<file path="config.mk">
export PLATFORM = sky130hd
export DESIGN_NAME = addsub_serial_ctrl_flat
export DESIGN_NICKNAME = d
export VERILOG_FILES = /design/src/rtl/addsub_serial_ctrl_if.sv /design/src/rtl/addsub_serial_ctrl.sv /design/src/flat_wrapper.sv
export SDC_FILE = /design/constraint.sdc
export NUM_CORES = 1
export LEC_CHECK = 0
export CORE_ASPECT_RATIO = 0.75
export CORE_MARGIN = 2
export CORE_UTILIZATION = 35
export CTS_CLUSTER_SIZE = 20
export DETAILED_ROUTE_END_ITERATION = 8
export GPL_TIMING_DRIVEN = 0
export PLACE_DENSITY = 0.61
export SYNTH_ARGS = -nofsm -noshare
export SYNTH_HDL_FRONTEND = slang
export SYNTH_SLANG_ARGS = --single-unit
</file>
<file path="constraint.sdc">
create_clock -name clk -period 6 [get_ports clk]
set_input_delay 1.8 -clock clk [delete_from_list [all_inputs] [get_ports clk]]
set_output_delay 1.8 -clock clk [all_outputs]
set_load 0.03 [all_outputs]
</file>
<file path="src/rtl/addsub_serial_ctrl_if.sv">
// Operand/result handshake bundle for the nibble-serial adder/subtractor.
// The master side issues operand requests and consumes results; the slave side is the block.
interface addsub_serial_ctrl_if #(
   parameter int WIDTH = 16
) ();
   logic             in_valid;
   logic             in_ready;
   logic [WIDTH-1:0] a;
   logic [WIDTH-1:0] b;
   logic             sub;
   logic             out_valid;
   logic             out_ready;
   logic [WIDTH-1:0] res;
   logic             cout;
   logic             ovf;

   modport master (
      output in_valid, a, b, sub, out_ready,
      input  in_ready, out_valid, res, cout, ovf
   );

   modport slave (
      input  in_valid, a, b, sub, out_ready,
      output in_ready, out_valid, res, cout, ovf
   );
endinterface

</file>
<file path="src/rtl/addsub_serial_ctrl.sv">
// WIDTH-bit two's-complement add/sub computed one nibble per cycle, LSB nibble first.
// Optional macro ADDSUB_SAT_EN clamps an overflowing result to the signed limit of A's sign.
module addsub_serial_ctrl #(
   parameter int WIDTH = 16
) (
   input logic                clk,
   input logic                rst,
   addsub_serial_ctrl_if.slave bus
);
   localparam int NIB  = WIDTH / 4;
   localparam int IDXW = $clog2(NIB);

   typedef enum logic [1:0] {
      IDLE,
      RUN,
      DONE
   } state_t;

   state_t           state_q, state_d;
   logic [WIDTH-1:0] opA_q, opA_d;
   logic [WIDTH-1:0] opB_q, opB_d;
   logic [WIDTH-1:0] res_q, res_d;
   logic             sub_q, sub_d;
   logic             carry_q, carry_d;
   logic             cout_q, cout_d;
   logic             ovf_q, ovf_d;
   logic [IDXW-1:0]  idx_q, idx_d;

   logic [3:0]       aNib;
   logic [3:0]       bNib;
   logic [4:0]       nibSum;
   logic             c3;
`ifdef ADDSUB_SAT_EN
   logic [WIDTH-1:0] satVal;
`endif

   // The 4-bit slice; c3 is recovered from sum bit 3 since s3 = a3 ^ b3 ^ c3.
   always_comb begin
      aNib   = opA_q[{idx_q, 2'b00} +: 4];
      bNib   = opB_q[{idx_q, 2'b00} +: 4] ^ {4{sub_q}};
      nibSum = {1'b0, aNib} + {1'b0, bNib} + {4'b0000, carry_q};
      c3     = nibSum[3] ^ aNib[3] ^ bNib[3];
`ifdef ADDSUB_SAT_EN
      satVal = opA_q[WIDTH-1] ? {1'b1, {(WIDTH-1){1'b0}}} : {1'b0, {(WIDTH-1){1'b1}}};
`endif
   end

   always_comb begin
      state_d = state_q;
      opA_d   = opA_q;
      opB_d   = opB_q;
      sub_d   = sub_q;
      res_d   = res_q;
      carry_d = carry_q;
      cout_d  = cout_q;
      ovf_d   = ovf_q;
      idx_d   = idx_q;
      case (state_q)
         IDLE: begin
            if (bus.in_valid) begin
               opA_d   = bus.a;
               opB_d   = bus.b;
               sub_d   = bus.sub;
               carry_d = bus.sub;
               idx_d   = '0;
               state_d = RUN;
            end
         end
         RUN: begin
            res_d[{idx_q, 2'b00} +: 4] = nibSum[3:0];
            carry_d = nibSum[4];
            if (idx_q == IDXW'(NIB - 1)) begin
               cout_d  = nibSum[4];
               ovf_d   = c3 ^ nibSum[4];
`ifdef ADDSUB_SAT_EN
               if (c3 ^ nibSum[4]) begin
                  res_d = satVal;
               end
`endif
               state_d = DONE;
            end else begin
               idx_d = idx_q + 1'b1;
            end
         end
         DONE: begin
            if (bus.out_ready) begin
               state_d = IDLE;
            end
         end
         default: state_d = IDLE;
      endcase
   end

   always_ff @(posedge clk or posedge rst) begin
      if (rst) begin
         state_q <= IDLE;
         opA_q   <= '0;
         opB_q   <= '0;
         sub_q   <= 1'b0;
         res_q   <= '0;
         carry_q <= 1'b0;
         cout_q  <= 1'b0;
         ovf_q   <= 1'b0;
         idx_q   <= '0;
      end else begin
         state_q <= state_d;
         opA_q   <= opA_d;
         opB_q   <= opB_d;
         sub_q   <= sub_d;
         res_q   <= res_d;
         carry_q <= carry_d;
         cout_q  <= cout_d;
         ovf_q   <= ovf_d;
         idx_q   <= idx_d;
      end
   end

   assign bus.in_ready  = (state_q == IDLE);
   assign bus.out_valid = (state_q == DONE);
   assign bus.res       = res_q;
   assign bus.cout      = cout_q;
   assign bus.ovf       = ovf_q;
endmodule
</file>
<file path="src/flat_wrapper.sv">
// flat-port wrapper written by rule: the top's interface ports become plain ports
module addsub_serial_ctrl_flat 
#(
   parameter int WIDTH = 16
)
  (clk, rst, bus_in_valid, bus_a, bus_b, bus_sub, bus_out_ready, bus_in_ready, bus_out_valid, bus_res, bus_cout, bus_ovf);
  addsub_serial_ctrl_if #(.WIDTH(WIDTH)) bus_i ();
  input logic clk;
  input logic rst;
  input wire logic [$bits(bus_i.in_valid)-1:0] bus_in_valid;
  input wire logic [$bits(bus_i.a)-1:0] bus_a;
  input wire logic [$bits(bus_i.b)-1:0] bus_b;
  input wire logic [$bits(bus_i.sub)-1:0] bus_sub;
  input wire logic [$bits(bus_i.out_ready)-1:0] bus_out_ready;
  output wire logic [$bits(bus_i.in_ready)-1:0] bus_in_ready;
  output wire logic [$bits(bus_i.out_valid)-1:0] bus_out_valid;
  output wire logic [$bits(bus_i.res)-1:0] bus_res;
  output wire logic [$bits(bus_i.cout)-1:0] bus_cout;
  output wire logic [$bits(bus_i.ovf)-1:0] bus_ovf;
  assign bus_i.in_valid = bus_in_valid;
  assign bus_i.a = bus_a;
  assign bus_i.b = bus_b;
  assign bus_i.sub = bus_sub;
  assign bus_i.out_ready = bus_out_ready;
  assign bus_in_ready = bus_i.in_ready;
  assign bus_out_valid = bus_i.out_valid;
  assign bus_res = bus_i.res;
  assign bus_cout = bus_i.cout;
  assign bus_ovf = bus_i.ovf;
  addsub_serial_ctrl #(.WIDTH(WIDTH)) u_core (.clk(clk), .rst(rst), .bus(bus_i));
endmodule
</file>
==> impl_metrics.yaml, run 1 <==
setup_path:
  end_kind: "flop"
  timing.rr.start: "u_core.idx_q[0]"
  cp.required_ns: 6.24
  crit_path_start_kind: "flop"
  path_class: "reg -> reg"
  crit_fanout: 10
  r2r_setup_slack_ns: 2.44
  crit_arrival_ns: 3.80
  reg2reg_depth: 11
  worst_r2r_endpoint: "u_core.bus.ovf"
timing:
  hold_viol: 0
  worst_pin_slew_ns: 0.536
  period_needed_ns: 3.56
  fmax_mhz: 281
  skew_ns: 0.00754
  final_max_slew_viol_count: 0
  setup-violations-final: 0
  tns_ns: 0
  finalCritPeriodShare_pct: 59.4
  grt_setup_unrepaired: "false"
  slew_headroom_pct: 64.0
flow_run:
  maxCapViolCount: 0
route:
  route.detailed.drc: 0
  firstDrtPassIters: 4
  avgRoutedWirePerCell_um: 14.6
  dr.first_iter.drc_count: 93
  ant_nets: 0
  routed_wirelength_um: 5330
  vias: 1730
  vias_per_cell: 4.73
min_path:
  whs_endpoint: "u_core.bus.res[2]"
  hp-start: "u_core.bus.res[2]"
  hold_path.class: "reg -> reg"
  whs_path_depth: 2
logic_synthesis:
  avgSynthCellArea_um2: 13.3
  yosys.area.top_type: "dfrtp_1"
  synthTopCellsByArea: "dfrtp_1, mux2_2, mux4_2, ha_1, a22o_1"
  yosysSeqAreaShare_pct: 52.7
  netlist_top_cells_count: "dfrtp_1, mux2_2, nand2_1"
  synth_top_area_share_pct: 52.7
  synth-edff-count: 0
  syn_nets: 248
  ys_ff_latch: 56
  synth_warnings: 0
  yosysMostFrequentCell: "dfrtp_1"
  synth_cell_types: 27
  netlist_area_mm2: 0.00266
  synth-main-ff-cell: "dfrtp_1"
  ys_async_sr_fraction_pct: 100
  syn_inst: 200
floorplanning:
  die_w_um: 105
  core-area_mm2: 0.00736
  num_rows: 27
  pin_count: 57
  chipHeight_um: 79.5
  dieArea_mm2: 0.00831
  start_util_pct: 36.1
placed_design:
  gp_congestion: 0.721
  hpwl_um: 4010
  port_buffers: 56
  placed_cell_area_mm2: 0.00336
cells_and_area:
  drive_above_1_share_pct: 21.9
  fin_area_mm2: 0.00347
  syn_to_final_growth_pct: 30.6
  num_antenna_cells: 0
  nets: 312
clock_network:
  cts_tree: "built"
  cts_buffer_depth: 2
  hold_buffers: 0
  cts-root-buf: "clkbuf_8"
  ctsResizeCount: 0
  clk_pin_slew_ns: 0.10
  numCtsBuffers: 5
  clk_latency_ns: 0.30
  cts.repair_timing.setup_buffer_count: 0
  htree_num_levels: 2
  clock-sinks: 56
global_routing:
  antenna_found_initial: 0
  grt_pass1_wl_um: 8770
  grt_overflow: 0
  grt_start_max_net_pins: 41
  grt_pass1_vias: 1718
  grt_use_total_pct: 13.4
pwr:
  peakVddDrop_mv: 0.352
  power.leakage_nw: 1.48
  power_density_mw_per_mm2: 654
status:
  status: "finished clean"
==> worst max-delay path: stages, from the launching register on <==
cell	delay (ns)
dfrtp_1	0.53
buf_2	0.38
mux4_2	0.57
xnor2_1	0.23
fa_1	0.22
inv_1	0.07
fa_1	0.40
a21o_1	0.19
a21oi_1	0.28
xnor3_1	0.27
xor3_1	0.21
o21ai_1	0.13
==> state kept, by name (all words and copies together), names as in the netlist <==
register and count:
u_core.idx_q 2, u_core.sub_q 1, u_core.opB_q 16, u_core.bus.res 16, u_core.carry_q 1, u_core.state_q 2, u_core.bus.cout 1, u_core.opA_q 16
u_core.bus.ovf 1
==> power breakdown <==
part / internal (mW) / leakage [nW] / total [mW] / switching (mW)
clock network: 0.124 / 0.0552 / 0.243 / 0.119
logic: 0.684 / 0.734 / 1.40 / 0.714
registers: 0.541 / 0.694 / 0.628 / 0.0869
total: 1.35 / 1.48 / 2.27 / 0.920
==> worst max-delay path by stage <==
stage	startpoint	end	slack, ns	cells past startpoint
floorplan	rst	u_core.bus.cout	2.83	1
global route	u_core.idx_q[0]	u_core.bus.ovf	2.12	11
global placement	rst	u_core.opA_q[8]	1.73	2
finish	u_core.idx_q[0]	u_core.bus.ovf	2.44	11
CTS	u_core.idx_q[0]	u_core.bus.ovf	2.34	11
detailed placement	bus_in_valid	u_core.opA_q[15]	2.30	5
==> final cells by class <==
class	count	area (um^2)
buffer	8	37.5
clock buffer	6	72.6
clock inverter	2	35.0
fill	720	3890
inverter	7	26.3
multi-input combinational	129	1190
sequential	56	1400
tap	101	126
timing repair buffer	57	581
==> layout by cell type, fill, tap and decap left out, types with 5 or more instances in the layout <==
master	instances
clkdlybuf4s50_1	56
nand2_1	21
nor2_1	9
a22o_1	9
buf_2	6
o21ai_0	6
dfrtp_1	56
clkbuf_8	5
mux4_2	8
a21oi_1	5
mux2_2	34
o31ai_1	6
inv_1	6
ha_1	9
==> through the flow <==
stage          worst slack (ns)  hold WS (ns)  total power, mW  util, %  cells
2_1_floorplan              2.83         0.475             1.65        -    200
3_3_place_gp               1.73         0.470             2.02     45.4    357
3_5_place_dp               2.30         0.471             2.06     45.7    358
4_1_cts                    2.34         0.494             2.30     47.1    366
5_1_grt                    2.12         0.504             2.46     47.1    366
6_report                   2.44         0.492             2.27     47.1    366
==> per-layer routing <==
metal / share of wire, % / GRT usage [%]
met2: 43 / 20.3
met5: 0 / 0
met4: 0.26 / 2.40
met3: 4.7 / 3.27
met1: 52 / 19.9
==> kinds of logic after synthesis <==
logic type	Yosys count	synth area share [%]
DFF	56	52.7
muxes	42	21.2
and+or+nand+nor	38	6.17
AOI/OAI and AO/OA	30	7.77
buffers and inverters	15	2.40
adders and majority gates	11	5.74
xor gates and xnor gates	8	4.00
Note: power is estimated with default switching activity, not from simulation.
==> run 2: changes to the inputs <==
--- a/config.mk
+++ b/config.mk
@@ -11,7 +11,7 @@
 export CTS_CLUSTER_SIZE = 20
 export DETAILED_ROUTE_END_ITERATION = 8
 export GPL_TIMING_DRIVEN = 0
-export PLACE_DENSITY = 0.61
+export PLACE_DENSITY = 0.63
 export SYNTH_ARGS = -nofsm -noshare
 export SYNTH_HDL_FRONTEND = slang
 export SYNTH_SLANG_ARGS = --single-unit
==> constraint.sdc (replaced) <==
create_clock -name clk -period 3.21 [get_ports clk]
set_input_delay 0.963 -clock clk [delete_from_list [all_inputs] [get_ports clk]]
set_output_delay 0.963 -clock clk [all_outputs]
set_load 0.03 [all_outputs]
==> impl_metrics.yaml, run 2 (synthesis results as in run 1) <==
status:
  status: "finished clean"
floorplanning:
  core-area_mm2: 0.00736
  start_util_pct: 36.1
  pin_count: 57
  num_rows: 27
  die_w_um: 105
  chipHeight_um: 79.5
  dieArea_mm2: 0.00831
route:
  avgRoutedWirePerCell_um: 14.7
  route.detailed.drc: 0
  vias: 1718
  dr.first_iter.drc_count: 64
  highest_layer: "met4"
  vias_per_cell: 4.68
  firstDrtPassIters: 4
  drt-met1-wl_um: 2820
  ant_nets: 0
  routed_wirelength_um: 5400
  wl_met2_um: 2300
  met3_length_um: 216
global_routing:
  grt_use_total_pct: 13.7
  antenna_found_initial: 0
  grt_pass1_vias: 1817
  grt_overflow: 0
  grt_start_max_net_pins: 30
  grt_pass1_wl_um: 8910
timing:
  period_needed_ns: 3.02
  skew_ns: 0.0104
  grt_setup_unrepaired: "false"
  final_max_slew_viol_count: 0
  worst_pin_slew_ns: 0.608
  hold_ws_ns: 0.493
  slew_headroom_pct: 59.4
  hold_viol: 0
  setup_slack_ns: 0.191
  setup-violations-final: 0
  finalCritPeriodShare_pct: 94.0
  fmax_mhz: 331
cells_and_area:
  num_antenna_cells: 0
  syn_to_final_growth_pct: 31.2
  layout_commonest_cell: "clkdlybuf4s50_1"
  fillers: 697
  drive_above_1_share_pct: 23.3
  nets: 313
  utilization_pct: 47.3
  most-common-layout-cells: "clkdlybuf4s50_1, dfrtp_1, mux2_2"
pwr:
  power.leakage_nw: 1.48
  swShare_pct: 40.9
  combinationalPowerShare_pct: 63.2
  power_density_mw_per_mm2: 1220
  seq_power_share_pct: 27.4
  p_int_mw: 2.51
  total_power_mw: 4.24
  clockPowerShare_pct: 9.4
  peakVddDrop_mv: 0.676
  p_sw_mw: 1.74
clock_network:
  cts_tree: "built"
  clk_pin_slew_ns: 0.10
  cts_buffer_depth: 2
  clk_latency_ns: 0.31
  cts-root-buf: "clkbuf_8"
  hold_buffers: 0
  htree_num_levels: 2
  clock-sinks: 56
  numCtsBuffers: 5
setup_path:
  timing.rr.start: "u_core.idx_q[0]"
  r2r_setup_slack_ns: 0.19
  cp.required_ns: 3.45
  crit_chain: "buf_6, mux4_2, xnor2_2, fa_1, inv_1, fa_1, a21o_1, a21oi_2, xnor3_1, xor3_1, o21ai_1"
  worst_r2r_endpoint: "u_core.bus.ovf"
  reg2reg_depth: 11
  crit_fanout: 10
  path_common_cell: "fa_1"
  end_kind: "flop"
  path_depth: 11
  crit_path_start: "u_core.idx_q[0]"
  max_stage_delay_ns: 0.55
  crit_arrival_ns: 3.26
  cpLargestDelayFamily: "XOR/XNOR gates"
  cpMaxStageDelayCell: "mux4_2"
  crit_path_start_kind: "flop"
  path_class: "reg -> reg"
  crit_end: "u_core.bus.ovf"
  path_buf_inv: 2
min_path:
  whs_path_depth: 2
  hold_path.class: "reg -> reg"
placed_design:
  hpwl_um: 4070
  gp_congestion: 0.734
  port_buffers: 56
  place_ws_ns: -0.394
flow_run:
  maxCapViolCount: 0
[run 2: cell count changes in the layout (fill, tap and decap cells not counted), sizes merged]
cell,delta
bufinv,-1
clkinvlp,+1
clkinv,-1
clkbuf,+1
buf,+1
[run 2: tightest hold or removal path, delay by kind of cell, from the launching register on]
kind             cells  cell delay [ns]
AO/OA/AOI/OAI        1             0.05
flip-flops           1             0.36
AND/OR/NAND/NOR      1             0.05
[run 2: how the worst min path moves through the flow]
stage | from | end | slack, ns
after floorplan | u_core.opA_q[10] | u_core.opA_q[10] | 0.48
after global placement | u_core.bus.res[6] | u_core.bus.res[6] | 0.47
after detailed placement | u_core.bus.res[6] | u_core.bus.res[6] | 0.47
after CTS | u_core.bus.res[6] | u_core.bus.res[6] | 0.50
after global routing | u_core.bus.res[6] | u_core.bus.res[6] | 0.51
final | u_core.bus.res[6] | u_core.bus.res[6] | 0.49
[run 2: layout make-up]
cell class / count / area [um^2] / area share, %
tap: 101 / 126 / 3.62
clock inverter: 1 / 7.51 / 0.215
sequential: 56 / 1400 / 40.2
clock buffer: 7 / 86.3 / 2.48
multi-input combinational: 129 / 1200 / 34.5
timing repair buffer: 58 / 588 / 16.9
inverter: 7 / 26.3 / 0.753
buffer: 8 / 46.3 / 1.33
[run 2: metrics by stage]
step | TNS [ns] | std cells | area [um^2]
final | 0 | 367 | 3490
after global routing | 0 | 367 | 3490
after CTS | 0 | 367 | 3480
after detailed placement | -0.481 | 358 | 3360
after global placement | -11.81 | 357 | 3340
after floorplan | 0 | 200 | 2660
[run 2: per-layer routing]
metal | vias up | GRT usage (%)
met4 | 0 | 3.60
li1 | 838 | -
met5 | - | 0
met1 | 831 | 19.2
met2 | 41 | 22.0
met3 | 8 | 2.86
[run 2: what timing repair did]
action / CTS / global route
setup endpoints to repair: 2 / 1
buffers inserted: 1 / 0
resized for setup: 5 / 1
pin swaps: 0 / 1
endpoints found under the hold margin: 0 / 0
[run 2: power by group through the flow]
stage               Sequential [mW]  Clock (mW)  Combinational [mW]
finish                         1.16       0.400                2.68
global placement               1.18           0                2.59
global route                   1.20       0.439                2.95
CTS                            1.16       0.416                2.70
floorplan                      1.26           0                1.83
detailed placement             1.19           0                2.63
==> run 3: changes to the inputs <==
--- a/config.mk
+++ b/config.mk
@@ -12,6 +12,7 @@
 export DETAILED_ROUTE_END_ITERATION = 8
 export GPL_TIMING_DRIVEN = 0
 export PLACE_DENSITY = 0.63
+export SKIP_CTS_REPAIR_TIMING = 1
 export SYNTH_ARGS = -nofsm -noshare
 export SYNTH_HDL_FRONTEND = slang
 export SYNTH_SLANG_ARGS = --single-unit
==> impl_metrics.yaml, run 3 (synthesis results as in run 1) <==
global_routing:
  grt_use_total_pct: 13.7
  grt_pass1_wl_um: 8870
  antenna_found_initial: 0
  grt_overflow: 0
  grt_start_max_net_pins: 30
  grt_pass1_vias: 1803
timing:
  hold_ws_ns: 0.493
  skew_ns: 0.00948
  tns_ns: 0
  setup-violations-final: 0
  fmax_mhz: 329
  hold_viol: 0
  finalCritPeriodShare_pct: 94.8
  final_max_slew_viol_count: 0
  period_needed_ns: 3.04
  slew_headroom_pct: 59.4
  worst_pin_slew_ns: 0.608
floorplanning:
  pin_count: 57
  die_w_um: 105
  core-area_mm2: 0.00736
  dieArea_mm2: 0.00831
  start_util_pct: 36.1
  num_rows: 27
  chipHeight_um: 79.5
clock_network:
  numCtsBuffers: 5
  clk_pin_slew_ns: 0.10
  htree_num_levels: 2
  cts-root-buf: "clkbuf_8"
  cts_buffer_depth: 2
  cts_tree: "built"
  clock-sinks: 56
  clk_latency_ns: 0.31
route:
  firstDrtPassIters: 4
  dr.first_iter.drc_count: 60
  ant_nets: 0
  routed_wirelength_um: 5420
  avgRoutedWirePerCell_um: 14.7
  route.detailed.drc: 0
  vias: 1722
  vias_per_cell: 4.68
pwr:
  combinationalPowerShare_pct: 63.3
  p_sw_mw: 1.75
  seq_power_share_pct: 27.3
  power_density_mw_per_mm2: 1220
  clockPowerShare_pct: 9.4
  swShare_pct: 40.9
  peakVddDrop_mv: 0.660
  p_int_mw: 2.52
  power.leakage_nw: 1.49
setup_path:
  path_class: "reg -> reg"
  cp.required_ns: 3.45
  crit_chain: "buf_8, mux4_2, xnor2_2, fa_1, inv_1, fa_1, a21o_1, a21oi_2, xnor3_1, xor3_1, o21ai_1"
  crit_path_start_kind: "flop"
  reg2reg_depth: 11
  max_stage_delay_ns: 0.54
  cpMaxStageDelayCell: "mux4_2"
  path_common_cell: "fa_1"
  r2r_setup_slack_ns: 0.17
  crit_arrival_ns: 3.28
  crit_fanout: 10
  end_kind: "flop"
flow_run:
  maxCapViolCount: 0
cells_and_area:
  num_antenna_cells: 0
  drive_above_1_share_pct: 23.6
  most-common-layout-cells: "clkdlybuf4s50_1, dfrtp_1, mux2_2"
  nets: 314
  layout_commonest_cell: "clkdlybuf4s50_1"
  syn_to_final_growth_pct: 31.6
  fin_area_mm2: 0.00350
placed_design:
  hpwl_um: 4070
  placed_cell_area_mm2: 0.00336
  port_buffers: 56
  gp_congestion: 0.734
min_path:
  hold_path.class: "reg -> reg"
  whs_path_depth: 2
status:
  status: "finished clean"
[run 3: path summary, 6_finish.rpt]
path,startpoint,endpoint
setup / recovery,u_core.idx_q[0],u_core.bus.ovf
hold / removal,u_core.bus.res[6],u_core.bus.res[6]
setup reg to reg,u_core.idx_q[0],u_core.bus.ovf
hold reg to reg,u_core.bus.res[6],u_core.bus.res[6]
max in group asynchronous,rst,u_core.idx_q[0]
min in group asynchronous,rst,u_core.opB_q[2]
[run 3: metal layers]
metal  global-route usage, %  wire length, um
met5                       0                0
met4                    3.60               59
met2                    21.8             2330
met1                    19.2             2810
met3                    2.86              216
[run 3: power by group through the flow]
stage	Clock (mW)	Sequential, mW	Combinational, mW
final	0.400	1.17	2.70
after global routing	0.439	1.20	2.97
after CTS	0.416	1.18	2.64
after detailed placement	0	1.19	2.63
after global placement	0	1.18	2.59
after floorplan	0	1.26	1.83
[run 3: worst max-delay path, delay by kind of cell, from the launching register on]
family	cells	cell delay [ns]
muxes	1	0.54
DFF	1	0.40
adders and majority gates	2	0.61
buffers and inverters	2	0.22
AOI/OAI and AO/OA	3	0.55
xor gates and xnor gates	3	0.64
[run 3: final cells by class]
class | count | area [um^2]
fillers | 700 | 3870
flip-flops and latches | 56 | 1400
multi-input cells | 129 | 1200
repair buffers | 59 | 596
well taps | 101 | 126
clock buffers | 7 | 86.3
plain buffers | 8 | 50.0
inverters | 7 | 26.3
clock inverters | 1 | 7.51
[run 3: through the flow]
stage	total power, mW	cells	setup slack [ns]	util, %
floorplan	3.09	200	0.127	-
global placement	3.77	357	-0.380	45.4
detailed placement	3.82	358	-0.394	45.7
CTS	4.23	366	-0.428	47.0
global route	4.61	368	-0.0212	47.5
finish	4.27	368	0.167	47.5
